[config.mk]
export PLATFORM = sky130hd
export DESIGN_NAME = instr_decode_queue
export DESIGN_NICKNAME = d
export VERILOG_FILES = /design/src/rtl/instr_decode_queue.sv
export SDC_FILE = /design/constraint.sdc
export NUM_CORES = 1
export LEC_CHECK = 0
export BUFFER_PORTS_ARGS = -buffer_cell sky130_fd_sc_hd__buf_2
export CORE_MARGIN = 5
export CORE_UTILIZATION = 62
export DETAILED_ROUTE_END_ITERATION = 10
export GPL_TIMING_DRIVEN = 0
export HOLD_SLACK_MARGIN = 0.03
export PLACE_DENSITY_LB_ADDON = 0.08
export SETUP_SLACK_MARGIN = 0.3
export SYNTH_ARGS = -nofsm -noshare
export SYNTH_HDL_FRONTEND = slang
export SYNTH_SLANG_ARGS = --single-unit
[constraint.sdc]
create_clock -name clk -period 12.7 [get_ports clk]
set_input_delay 1.27 -clock clk [delete_from_list [all_inputs] [get_ports clk]]
set_output_delay 1.27 -clock clk [all_outputs]
set_load 0.01 [all_outputs]
[src/rtl/instr_decode_queue.sv]
// Fetch-to-decode instruction queue with push-time pre-decode
// (control transfer, eret) and per-word branch-delay-slot flag.
module instr_decode_queue #(
    parameter int  DEPTH = 4,
    parameter int  EXC_W = 5,
    localparam int CNT_W = $clog2(DEPTH) + 1
) (
    input  logic             clk,
    input  logic             reset,
    input  logic             in_valid,
    output logic             in_ready,
    input  logic [31:0]      in_pc,
    input  logic [31:0]      in_instr,
    input  logic [EXC_W-1:0] in_exc,
    output logic             out_valid,
    input  logic             out_ready,
    output logic [31:0]      out_pc,
    output logic [31:0]      out_instr,
    output logic [EXC_W-1:0] out_exc,
    output logic             out_bd,
    output logic             out_cti,
    input  logic             flush,
    input  logic             flush_keep_ds,
    output logic [CNT_W-1:0] count
);

    localparam int ADDR_W = $clog2(DEPTH);

    logic [31:0]      r_pc    [DEPTH];
    logic [31:0]      r_instr [DEPTH];
    logic [EXC_W-1:0] r_exc   [DEPTH];
    logic             r_bd    [DEPTH];
    logic             r_cti   [DEPTH];

    logic [ADDR_W-1:0] r_head;
    logic [ADDR_W-1:0] r_tail;
    logic [CNT_W-1:0]  r_count;
    logic              r_last_cti;

    logic              w_full;
    logic              w_empty;
    logic              w_push;
    logic              w_pop;
    logic              w_wr;
    logic [5:0]        w_op;
    logic [4:0]        w_rt;
    logic [5:0]        w_func;
    logic              w_cti;
    logic              w_eret;
    logic [ADDR_W-1:0] w_head_nx;
    logic [CNT_W-1:0]  w_rem;

    assign w_full    = (r_count == CNT_W'(DEPTH));
    assign w_empty   = (r_count == '0);
    assign in_ready  = !w_full || out_ready;
    assign out_valid = !w_empty;
    assign w_push    = in_valid && in_ready;
    assign w_pop     = out_valid && out_ready;
    assign count     = r_count;

    assign w_op   = in_instr[31:26];
    assign w_rt   = in_instr[20:16];
    assign w_func = in_instr[5:0];

    assign w_cti = (w_op == 6'b000100) || (w_op == 6'b000101)
                || (w_op == 6'b000110) || (w_op == 6'b000111)
                || (w_op == 6'b000010) || (w_op == 6'b000011)
                || (w_op == 6'b000001
                    && (w_rt == 5'b00000 || w_rt == 5'b00001))
                || (w_op == 6'b000000
                    && (w_func == 6'b001000 || w_func == 6'b001001));
    assign w_eret = (w_op == 6'b010000) && in_instr[25];

    assign w_head_nx = r_head + ADDR_W'(w_pop);
    assign w_rem     = r_count - CNT_W'(w_pop);

    // A push survives a flush only as the delay slot of an emptied queue
    assign w_wr = w_push
               && (!flush || (flush_keep_ds && w_rem == '0));

    always_ff @(posedge clk) begin
        if (reset) begin
            r_head     <= '0;
            r_tail     <= '0;
            r_count    <= '0;
            r_last_cti <= 1'b0;
        end else if (!flush) begin
            r_head  <= w_head_nx;
            r_tail  <= r_tail + ADDR_W'(w_push);
            r_count <= r_count + CNT_W'(w_push) - CNT_W'(w_pop);
            if (w_push)
                r_last_cti <= w_cti && !w_eret;
        end else if (!flush_keep_ds) begin
            r_head     <= '0;
            r_tail     <= '0;
            r_count    <= '0;
            r_last_cti <= 1'b0;
        end else if (w_rem != '0) begin
            r_head     <= w_head_nx;
            r_tail     <= w_head_nx + ADDR_W'(1);
            r_count    <= CNT_W'(1);
            r_last_cti <= 1'b0;
        end else if (w_push) begin
            r_head     <= w_head_nx;
            r_tail     <= r_tail + ADDR_W'(1);
            r_count    <= CNT_W'(1);
            r_last_cti <= 1'b0;
        end else begin
            // Branch popped alone: its delay slot is still to come
            r_head     <= w_head_nx;
            r_tail     <= r_tail;
            r_count    <= '0;
            r_last_cti <= 1'b1;
        end
    end

    always_ff @(posedge clk) begin
        if (w_wr && !reset) begin
            r_pc[r_tail]    <= in_pc;
            r_instr[r_tail] <= in_instr;
            r_exc[r_tail]   <= in_exc;
            r_bd[r_tail]    <= r_last_cti;
            r_cti[r_tail]   <= w_cti;
        end
    end

    assign out_pc    = w_empty ? 32'd0 : r_pc[r_head];
    assign out_instr = w_empty ? 32'd0 : r_instr[r_head];
    assign out_exc   = w_empty ? '0 : r_exc[r_head];
    assign out_bd    = w_empty ? 1'b0 : r_bd[r_head];
    assign out_cti   = w_empty ? 1'b0 : r_cti[r_head];

endmodule

==> run summary, run 1 <==
The net switching power figure is 454 µW. The count of buffers added by post-CTS timing repair for setup is 0. Of all cell types, the one taking the most synthesized area is sky130_fd_sc_hd__edfxtp_1. The run finished with clean final reports. The total I/O pin count came out at 151. The final estimated routing congestion in global placement is 0.829. Setup violations remaining at the end of the flow were counted as 0. The number of max-slew violations in the final report was 0. The number of gates resized after CTS was 0. After detailed routing, the number of vias per cell comes to 5.83. TritonCTS built the clock tree.

After clock tree synthesis, the clock-pin slew on the worst setup and hold paths is 70 ps. The proportion of synthesized chip area in sequential cells came out at 0.767. For hold timing, the worst endpoint is r_bd[2].

Setup repair after global routing left no endpoint under its margin. The total instance count after detailed placement came out at 928. The post-synth net total is 614. Ranked by total cell area, the synthesized netlist is headed by sky130_fd_sc_hd__edfxtp_1 75%, sky130_fd_sc_hd__mux4_2 14%, sky130_fd_sc_hd__and2_1 4.0%. The via count of the first global-routing pass was 6246. In this run the most critical hold path is launched from r_last_cti. The remaining design rule violation count is 0. For the pin with the worst max-slew slack, the measured transition is 836 ps.

The average wire length per cell after detail routing came out at 22.4 µm. The number of warnings printed during yosys synthesis is 0. The starting density of the core came out at 0.631. The deepest level of the CTS H-tree is 1. The number of vias in the routed layout is 5740.

The sum of net half-perimeters after detailed placement came out at 14.4 mm. The clock insertion delay at the later pin of the skew report came out at 520 ps. The setup TNS is 0 ps.

The power per cell area came out at 159 nW/µm². The data required time at the worst endpoint is 11430 ps. The number of detailed-routing iterations run before antenna repair is 5. The maximum buffer depth of the clock tree is 3. In the synthesized netlist the async set-or-reset flop fraction comes to 0. The library cell used most frequently in the layout, excluding fill and tap cells, is sky130_fd_sc_hd__edfxtp_1.

The first global-routing pass estimated 34.2 mm of wire. Across all register-to-register paths, the minimum setup slack is 9730 ps. The data arrival at the endpoint of the critical path is 2450 ps.

The share of layout cells above drive strength 1 came out at 0.389. The share of the clock period used by the worst path is 0.293. The violation count after the first detailed-routing iteration is 351. The max capacitance violation total came out at 0. The unique cell type count in the Yosys netlist came out at 42. Internal power comes to 1.70 mW. The fraction of synthesized cell area taken by the top area cell type came out at 0.752. The final wirelength is 22.1 mm.

After floorplanning, the core was divided into 49 placement rows. The maximum frequency from static timing analysis is 269 MHz. The die extent in y is 145 µm. The kind of start point of the critical path is a register. The headroom to the max-slew limit came out at 0.440. The clock group share of total power came out at 0.392. The die is 145 µm wide. The most used flip-flop cell after synthesis is sky130_fd_sc_hd__edfxtp_1. Clock tree synthesis inserted a total of 28 buffers. The area enclosed by the die boundary is 21100 µm².

The start-to-end type of the worst setup path is reg2out. During placement, the flow inserted port buffers numbering 150. The number of antenna-violating nets in the routed design came out at 0. The share of total power dissipated in combinational logic is 0.100. The number of enable flip-flop cells after synthesis came out at 284.

The worst register-to-register path has a depth of 8. The gate count after technology mapping is 535. In this run the worst hold path is classified as reg2reg. The placeable core area is 18000 µm². The layout-stage area growth over the synthesis result is 19.8%. Summing every instance area after synthesis gives 11300 µm². The count of hold-fix buffers inserted at cts is 0. For this run, the total global-route usage over all layers was measured as 0.207.

The total grt overflow came out at 0. The sequential fraction of design power came out at 0.508. The initial antenna violation count came out at 1. The timing startpoint of the critical path is r_head[1].

The root buffer selected by CTS is sky130_fd_sc_hd__clkbuf_16. The number of hold-slack violations in the final timing report is 0. The maximum ir drop on the vdd rail came out at 0.153 mV.

For this design the static power due to leakage is 4.70 nW. The number of standard cells in the final layout excluding fillers is 984. Along the worst path, the maximum fanout reaches 10. The worst register-to-register path begins at count[1]. The final net count is 808.

The proportion of total power due to net switching is 0.211. The total number of clock tree sinks is 292. The endpoint of the most critical register-to-register path is r_instr[0][13]. Entering global routing, the biggest net connects 54 pins.

STA classifies the critical path endpoint as an output port. The final clock skew is 11.8 ps. In the layout the commonest cells are 284 x sky130_fd_sc_hd__edfxtp_1, 154 x sky130_fd_sc_hd__buf_2, 72 x sky130_fd_sc_hd__and2_1.

The worst hold path depth came out at 0. The final critical delay including setup and external delays is 3720 ps. The register bit count reported by yosys is 292.

The average instance in the mapped netlist occupies 21.2 µm².
## through the flow
step | setup slack (ps) | total power, mW | util | hold WS [ps] | area [µm²]
finish | 8980 | 2.15 | 0.756 | 548 | 13600
global route | 8830 | 2.23 | 0.756 | 546 | 13600
CTS | 8940 | 2.17 | 0.756 | 530 | 13600
detailed placement | 8800 | 1.33 | 0.703 | 501 | 12600
global placement | 635 | 1.32 | 0.689 | 479 | 12400
floorplan | 5040 | 1.24 | - | 462 | 11300
## area by class of cell
cell class / count / area (µm²)
fill: 1023 / 4380
sequential: 292 / 8690
clock buffer: 34 / 744
timing repair buffer: 164 / 978
multi-input combinational: 212 / 2530
clock inverter: 18 / 208
antenna: 4 / 10.0
buffer: 25 / 118
inverter: 6 / 22.5
tap: 229 / 287
## worst max-delay path by stage
stage / cells after the start / to
6_report: 5 / out_instr[3]
3_3_place_gp: 6 / r_pc[0][28]
3_5_place_dp: 9 / r_instr[0][13]
4_1_cts: 5 / out_instr[3]
5_1_grt: 5 / out_instr[3]
2_1_floorplan: 5 / r_bd[0]
## worst max-delay path: stages (launching register included)
cell	delay, ps
sky130_fd_sc_hd__dfxtp_1	350
sky130_fd_sc_hd__buf_2	290
sky130_fd_sc_hd__clkbuf_1	550
sky130_fd_sc_hd__mux4_2	410
sky130_fd_sc_hd__and2_1	180
sky130_fd_sc_hd__buf_2	140
## cells in the mapped netlist, types with 2 or more instances
| library cell | n |
|---|---|
| sky130_fd_sc_hd__edfxtp_1 | 284 |
| sky130_fd_sc_hd__and2_1 | 72 |
| sky130_fd_sc_hd__mux4_2 | 71 |
| sky130_fd_sc_hd__clkbuf_1 | 15 |
| sky130_fd_sc_hd__dfxtp_1 | 8 |
| sky130_fd_sc_hd__nor2_1 | 8 |
| sky130_fd_sc_hd__nand2_1 | 7 |
| sky130_fd_sc_hd__nor3_1 | 7 |
| sky130_fd_sc_hd__a21oi_1 | 6 |
| sky130_fd_sc_hd__buf_4 | 5 |
| sky130_fd_sc_hd__buf_2 | 4 |
| sky130_fd_sc_hd__inv_1 | 4 |
| sky130_fd_sc_hd__xnor2_1 | 4 |
| sky130_fd_sc_hd__a31oi_1 | 3 |
| sky130_fd_sc_hd__ha_1 | 3 |
| sky130_fd_sc_hd__or3_1 | 3 |
| sky130_fd_sc_hd__a211oi_1 | 2 |
| sky130_fd_sc_hd__inv_2 | 2 |
| sky130_fd_sc_hd__nand2b_1 | 2 |
| sky130_fd_sc_hd__nor3b_1 | 2 |
| sky130_fd_sc_hd__o21ai_0 | 2 |
## power by group through the flow
stage               logic [mW]  clock network (mW)  registers (mW)
floorplan                0.124                   0            1.11
global route             0.236               0.904            1.09
CTS                      0.220               0.857            1.09
detailed placement       0.218                   0            1.11
global placement         0.204                   0            1.12
finish                   0.216               0.845            1.09
## cell families after synthesis
family / count (synthesis) / share of synthesized area
flip-flops: 292 / 0.767
AND/OR/NAND/NOR: 112 / 0.0593
multiplexers: 71 / 0.141
buffers and inverters: 31 / 0.0124
AO/OA/AOI/OAI: 20 / 0.0118
XOR/XNOR: 5 / 0.00386
adder cells (fa/ha/maj): 4 / 0.00508
## state kept, by name, indices dropped and copies added, names as in the netlist
name,cells
r_bd,4
r_cti,4
r_tail,2
count,3
r_last_cti,1
r_instr,128
r_exc,20
r_head,2
r_pc,128
## layer usage
| metal | routed length (µm) | global-route usage | vias up |
|---|---|---|---|
| li1 | - | - | 2571 |
| met2 | 11600 | 0.361 | 235 |
| met5 | 0 | 0 | - |
| met3 | 1680 | 0.0440 | 38 |
| met1 | 8400 | 0.268 | 2896 |
| met4 | 425 | 0.0536 | 0 |
(Power assumes the default switching activity.)
==> run 2: changes to the inputs <==
--- a/config.mk
+++ b/config.mk
@@ -7,7 +7,7 @@
 export LEC_CHECK = 0
 export BUFFER_PORTS_ARGS = -buffer_cell sky130_fd_sc_hd__buf_2
 export CORE_MARGIN = 5
-export CORE_UTILIZATION = 62
+export CORE_UTILIZATION = 57
 export DETAILED_ROUTE_END_ITERATION = 10
 export GPL_TIMING_DRIVEN = 0
 export HOLD_SLACK_MARGIN = 0.03
==> constraint.sdc (replaced) <==
create_clock -name clk -period 3.8 [get_ports clk]
set_input_delay 0.38 -clock clk [delete_from_list [all_inputs] [get_ports clk]]
set_output_delay 0.38 -clock clk [all_outputs]
set_load 0.01 [all_outputs]
==> run 2 against run 1 <==
- combinational power grew to 3.3 times the previous value
- clock-buffer cell count fell by 1
- power rose to 3.4 times the previous value
- flip-flop and latch count unchanged
- clock skew barely moved
- worst hold slack lost 480 ps
- sequential share of layout area shrank 0.10 points
- largest power group unchanged
==> run summary, run 2 (same netlist as run 1, synthesis figures left out) <==
The run finished with clean final reports. The number of hold-slack violations in the final timing report came out at 0. The largest net degree at the start of global routing came out at 43.

The count of buffers added by post-CTS timing repair for setup is 0. The data arrival at the endpoint of the critical path came out at 2480 ps. The worst hold path class is in2reg. Compared with the post-synthesis result, the final layout area differs by 20.0%. Counting tap cells, the placed design contains a total of 960 instances.

Counting along the longest clock path gives a buffer depth of 3. The count of instances resized after the clock tree is built is 0. The global-route wire length before repair came out at 34.2 mm. Measured against its own limit, the worst slew margin works out to 0.541. In the layout the commonest cells are 284 x sky130_fd_sc_hd__edfxtp_1, 154 x sky130_fd_sc_hd__buf_2, 72 x sky130_fd_sc_hd__and2_1.

Setup repair after global routing left no endpoint under its margin. The number of rows in the core area came out at 51. The largest registers in the layout are r_instr (128), r_pc (128), r_exc (20). The number of inserted diodes is 0.

For this block, the initial DRC count from the detailed router was 485. The root buffer selected by CTS is sky130_fd_sc_hd__clkbuf_16. Using the TritonRoute via totals, the vias-per-cell ratio works out to 5.65. The area enclosed by the die boundary came out at 22800 µm². Routability-driven placement finished with a final weighted congestion of 0.775. The maximum ir drop on the vdd rail is 0.417 mV. The sequential fraction of design power is 0.506. The first detailed-routing pass took 5 iterations. The number of vias in the routed layout came out at 5707. The worst-margin pin slew came out at 689 ps.

The worst setup path is captured at an output port. The final net count is 805. The average wire length per cell after detail routing came out at 21.6 µm.

The share of layout cells above drive strength 1 came out at 0.389. In the routed design, unresolved DRC markers number 0. Measured on the finished design, the core utilization comes to 0.697. The share of the clock period used by the worst path came out at 0.752. The initial antenna violation count came out at 3. The number of max-slew violations in the final report was 0. Buffers inserted during clock tree synthesis total 29. The number of antenna-violating nets in the routed design came out at 0. The static leakage came out at 4.68 nW. The most frequent standard cell in the layout excluding fill and tap cells is sky130_fd_sc_hd__edfxtp_1. The total grt overflow is 0. The proportion of total power due to net switching is 0.214. The worst setup slack after placement is 897 ps. The setup path with the least slack is of type reg2out.

The clock insertion delay at the later pin of the skew report came out at 530 ps. The total I/O pin count is 151. The final clock skew came out at 11.9 ps.

The part of the total power dissipated in combinational logic is 0.100. After detailed routing, the total wire length is 21.9 mm. The starting density of the core came out at 0.580. For this design, the sink count on the clock tree is 292. Of the total power, the clock network draws 0.394. The deepest level of the CTS H-tree came out at 1.

The cell internal power dissipation is 5.68 mW. The number of standard cells in the final layout excluding fillers came out at 1010. Power spread over the standard cell area amounts to 531 nW/µm². The data required time at the worst endpoint is 3420 ps.

The die extent in y came out at 151 µm. The via count of the first global-routing pass is 6059. The sum of net half-perimeters after detailed placement is 13.8 mm. The clock-pin slew on the worst setup and hold paths is 70 ps. The placed instances occupy a cell area of 12700 µm².

The design area came out at 13600 µm². After floorplanning, the core was sized to cover 19500 µm². STA classifies the critical path startpoint as a register. For this run, the total global-route usage over all layers was measured as 0.197.

The port buffer count came out at 150. Of all nets on the critical path, the largest fanout is 10. The net switching power figure is 1.54 mW. The final setup violation count is 0.

The total power is 7.22 mW. TritonCTS built the clock tree. The count of hold-fix buffers inserted at cts came out at 0. The final critical delay including setup and external delays came out at 2860 ps. The floorplan step set the die width to 151 µm.

The tool flagged a number of max-cap violations equal to 0. The slack of the critical path is 942 ps. The maximum frequency from static timing analysis came out at 350 MHz.
run 2: path summary, 6_finish.rpt:
kind	startpoint	slack [ps]	depth (start not counted)	end
min reg2reg	r_last_cti	530	0	r_bd[0]
min	in_instr[24]	60	1	r_instr[0][24]
max reg2reg	count[0]	950	8	r_instr[1][11]
max	r_head[1]	940	5	out_instr[8]
run 2: area by class of cell:
class | instances | area [µm²]
sequential | 292 | 8690
fill | 1305 | 5920
multi-input combinational | 212 | 2530
timing repair buffer | 160 | 961
clock buffer | 33 | 741
tap | 265 | 332
clock inverter | 17 | 209
buffer | 25 | 118
inverter | 6 | 22.5
run 2: layer usage:
layer / GRT usage / share of wire / vias up
met3: 0.0407 / 0.066 / 37
met4: 0.0526 / 0.017 / 6
met2: 0.314 / 0.50 / 185
met1: 0.283 / 0.42 / 2929
li1: - / - / 2550
met5: 0 / 0.0018 / -
run 2: power groups by stage:
stage | logic (mW) | registers [mW] | clock network, mW
2_1_floorplan | 0.418 | 3.72 | 0
3_3_place_gp | 0.692 | 3.72 | 0
3_5_place_dp | 0.736 | 3.72 | 0
4_1_cts | 0.741 | 3.65 | 2.91
5_1_grt | 0.793 | 3.66 | 3.06
6_report | 0.723 | 3.65 | 2.85
run 2: worst max-delay path, cell delays in order (launching register included):
cell	delay, ps
sky130_fd_sc_hd__dfxtp_1	350
sky130_fd_sc_hd__buf_2	290
sky130_fd_sc_hd__clkbuf_1	570
sky130_fd_sc_hd__mux4_2	410
sky130_fd_sc_hd__and2_1	190
sky130_fd_sc_hd__buf_2	140
run 2: metrics by stage:
stage          hold slack (ps)  TNS [ps]
3_5_place_dp               512         0
3_3_place_gp               486   -316120
4_1_cts                   38.6         0
5_1_grt                   44.3         0
6_report                  63.6         0
2_1_floorplan              445         0
==> run 3: changes to the inputs <==
--- a/config.mk
+++ b/config.mk
@@ -5,6 +5,7 @@
 export SDC_FILE = /design/constraint.sdc
 export NUM_CORES = 1
 export LEC_CHECK = 0
+export ABC_AREA = 1
 export BUFFER_PORTS_ARGS = -buffer_cell sky130_fd_sc_hd__buf_2
 export CORE_MARGIN = 5
 export CORE_UTILIZATION = 57
==> constraint.sdc (replaced) <==
create_clock -name clk -period 2.9 [get_ports clk]
set_input_delay 0.29 -clock clk [delete_from_list [all_inputs] [get_ports clk]]
set_output_delay 0.29 -clock clk [all_outputs]
set_load 0.01 [all_outputs]
==> run 3 against run 2 <==
- worst hold slack improved by 59 ps
- critical path type unchanged
- largest power group unchanged
- clock power rose by 26%
- largest cell class unchanged
- first-iteration DRC count rose by 24%
==> run summary, run 3 <==
The run finished with clean final reports. The number of vias per cell is 5.39. The power per cell area came out at 643 nW/µm². Summed over all instances, the cell type with the most area after synthesis is sky130_fd_sc_hd__edfxtp_1. In this run the worst path has a maximum fanout of 10.

The total I/O pin count is 151. The share of the clock period used by the worst path came out at 0.869. The synthesized area divided by synthesized cell count is 12.4 µm². Based on the critical path, the design can be clocked at up to 397 MHz. Ranked by instance count, the synthesized netlist is headed by 292 x sky130_fd_sc_hd__nor2_1, 284 x sky130_fd_sc_hd__edfxtp_1, 94 x sky130_fd_sc_hd__o21ai_0. The number of different library cells used by synthesis comes to 30. The number of warnings printed during yosys synthesis came out at 0. The die boundary width came out at 153 µm. The worst hold path class is in2reg.

The total power came out at 9.56 mW. Clock-pin slew was measured on the worst setup and hold paths at 60 ps. On the final layout, the worst clock skew is 15.2 ps. The number of rows in the core area is 52. The violation count after the first detailed-routing iteration is 601.

The register bit count reported by yosys came out at 292. Across the whole layout, storage elements account for 8700 µm². The data arrival at the endpoint of the critical path is 2230 ps. The setup TNS came out at 0 ps.

The average wire length per cell after detail routing is 18.9 µm. The number of filler cells placed in the layout is 1327. The max capacitance violation total came out at 0. Setup repair after global routing could not meet its margin everywhere. The port buffer count is 150.

In the final layout, the registers with the most flip-flops are r_instr (128), r_pc (128), r_exc (20). The number of max-slew violations in the final report is 0. The final setup violation count is 0. The combined area of all synthesized cells is 11600 µm². The area enclosed by the die boundary is 23300 µm². The gate count after technology mapping is 938. The die extent in y came out at 153 µm. The post-synth net total came out at 1017. The repair_antennas step left the layout with diodes totalling 0. The share of layout cells above drive strength 1 is 0.216.

The number of detailed-routing iterations run before antenna repair came out at 7. Sorting the synthesized cells by area gives the leading types as sky130_fd_sc_hd__edfxtp_1 73%, sky130_fd_sc_hd__nor2_1 9.4%, sky130_fd_sc_hd__o21ai_0 4.1%. The worst-margin pin slew came out at 848 ps.

In the routed design, unresolved DRC markers number 0. The static leakage is 5.56 nW. The worst setup path is launched from a register. In this run, synthesis inferred 284 flip-flops with an integrated enable. Counting every sink on the clock net gives 292. STA classifies the critical path endpoint as an output port.

The number of buffers inserted during clock tree synthesis is 29. The root buffer cell chosen for the clock tree is sky130_fd_sc_hd__clkbuf_16. Entering global routing, the biggest net connects 18 pins. The number of antenna-violating nets in the routed design came out at 0.

The multi-input combinational cells in the finished layout cover a total of 2620 µm². For this run, the register share of the synthesized area comes to 0.749. The final net count came out at 1287. The initial antenna violation count is 0.

The final wirelength is 28.4 mm. The share of flip-flops with an asynchronous set or reset is 0. The library cell used most frequently in the layout, excluding fill and tap cells, is sky130_fd_sc_hd__nor2_1. The count of buffers added by post-CTS timing repair for setup came out at 0. The final estimated routing congestion in global placement came out at 0.751. The clock passes through at most 3 buffers. Across every metal layer, demand over resource in global routing totals 0.243. The starting density of the core came out at 0.575. The headroom to the max-slew limit came out at 0.433. The most used flip-flop cell after synthesis is sky130_fd_sc_hd__edfxtp_1.

Once detailed placement completed, the half-perimeter wirelength came to 17.8 mm. The layout-stage area growth over the synthesis result is 28.2%. The deepest level of the CTS H-tree came out at 1.

The via count of the first global-routing pass was 8143. The start-to-end type of the worst setup path is reg2out. After global routing the overflow that remains totals 0.

The global-route wire length before repair is 44.7 mm. For the worst setup path, the data required time is 2610 ps. The maximum ir drop on the vdd rail is 0.619 mV. The number of vias in the routed layout is 8096. The placeable core area is 20200 µm². TritonCTS built the clock tree. The final critical delay including setup and external delays is 2520 ps. The number of hold-slack violations in the final timing report came out at 0. The most common cell in the synthesized netlist is sky130_fd_sc_hd__nor2_1. The clock insertion delay at the later pin of the skew report came out at 550 ps. The fraction of synthesized cell area taken by the top area cell type came out at 0.735. In the layout the commonest cells are 291 x sky130_fd_sc_hd__nor2_1, 284 x sky130_fd_sc_hd__edfxtp_1, 156 x sky130_fd_sc_hd__buf_2.
run 3: changes by cell type after synthesis, moves of 3 or more:
cell                       delta
sky130_fd_sc_hd__and2_1      -72
sky130_fd_sc_hd__or3_1        -3
sky130_fd_sc_hd__o21ai_1     +55
sky130_fd_sc_hd__buf_6        +9
sky130_fd_sc_hd__mux4_2      -71
sky130_fd_sc_hd__nor2_1     +284
sky130_fd_sc_hd__inv_1       +17
sky130_fd_sc_hd__nand2_1     +14
sky130_fd_sc_hd__a21oi_1     +70
sky130_fd_sc_hd__clkbuf_1    +19
sky130_fd_sc_hd__o21ai_0     +92
sky130_fd_sc_hd__nand3_1      +5
run 3: final timing paths:
path                                 start  depth (start not counted)  slack, ps           to
worst max register to register    count[2]                          8        510  r_pc[0][15]
worst min register to register  r_last_cti                          0        510      r_bd[0]
worst min-delay path             out_ready                          3        120    r_head[0]
worst max-delay path             r_head[1]                          7        380   out_pc[13]
run 3: layout make-up:
cell class / count / share of cell area
buffer: 53 / 0.0204
sequential: 292 / 0.585
timing repair buffer: 239 / 0.128
clock buffer: 42 / 0.0541
tap: 270 / 0.0227
inverter: 25 / 0.00665
multi-input combinational: 568 / 0.176
clock inverter: 12 / 0.00757
run 3: logic make-up after synthesis:
group                      after synthesis  share of synthesized area
and+or+nand+nor                        334                      0.113
DFF                                    292                      0.749
AOI/OAI and AO/OA                      228                     0.0990
buffers and inverters                   78                     0.0327
adders and majority gates                4                    0.00496
xor gates and xnor gates                 2                    0.00151
run 3: critical path: stages, from the launching register on:
cell,delay [ps]
sky130_fd_sc_hd__dfxtp_1,300
sky130_fd_sc_hd__buf_4,190
sky130_fd_sc_hd__inv_2,250
sky130_fd_sc_hd__clkbuf_1,470
sky130_fd_sc_hd__nor2_1,100
sky130_fd_sc_hd__o21ai_1,110
sky130_fd_sc_hd__a21oi_1,110
sky130_fd_sc_hd__buf_2,160
run 3: metrics by stage:
step / worst slack, ps / instances / utilization / instance area (µm²) / hold slack [ps]
after floorplan: -119 / 938 / - / 11700 / 349
after global placement: -1620 / 1358 / 0.634 / 12800 / 464
after detailed placement: 280 / 1377 / 0.656 / 13200 / 471
after CTS: 298 / 1501 / 0.737 / 14900 / 103
after global routing: 251 / 1501 / 0.737 / 14900 / 125
final: 380 / 1501 / 0.737 / 14900 / 123
run 3: what timing repair did:
action                                  4_1_cts  5_1_grt
pin swaps                                     0        0
endpoints found under the setup margin       10       49
hold buffers                                 70        0
resized for setup                             5       20
hold endpoints to repair                    277        0
run 3: where the power goes:
group	switching, mW	total (mW)	internal, mW
clock	1.50	3.60	2.10
combinational	0.736	1.17	0.434
sequential	0.0398	4.80	4.76
total	2.27	9.56	7.29
run 3: layer usage:
layer,routed length [µm],up-vias,global-route usage
li1,-,3862,-
met1,11800,3859,0.344
met2,13800,323,0.399
met3,2030,52,0.0372
met4,749,0,0.0641
met5,0,-,0
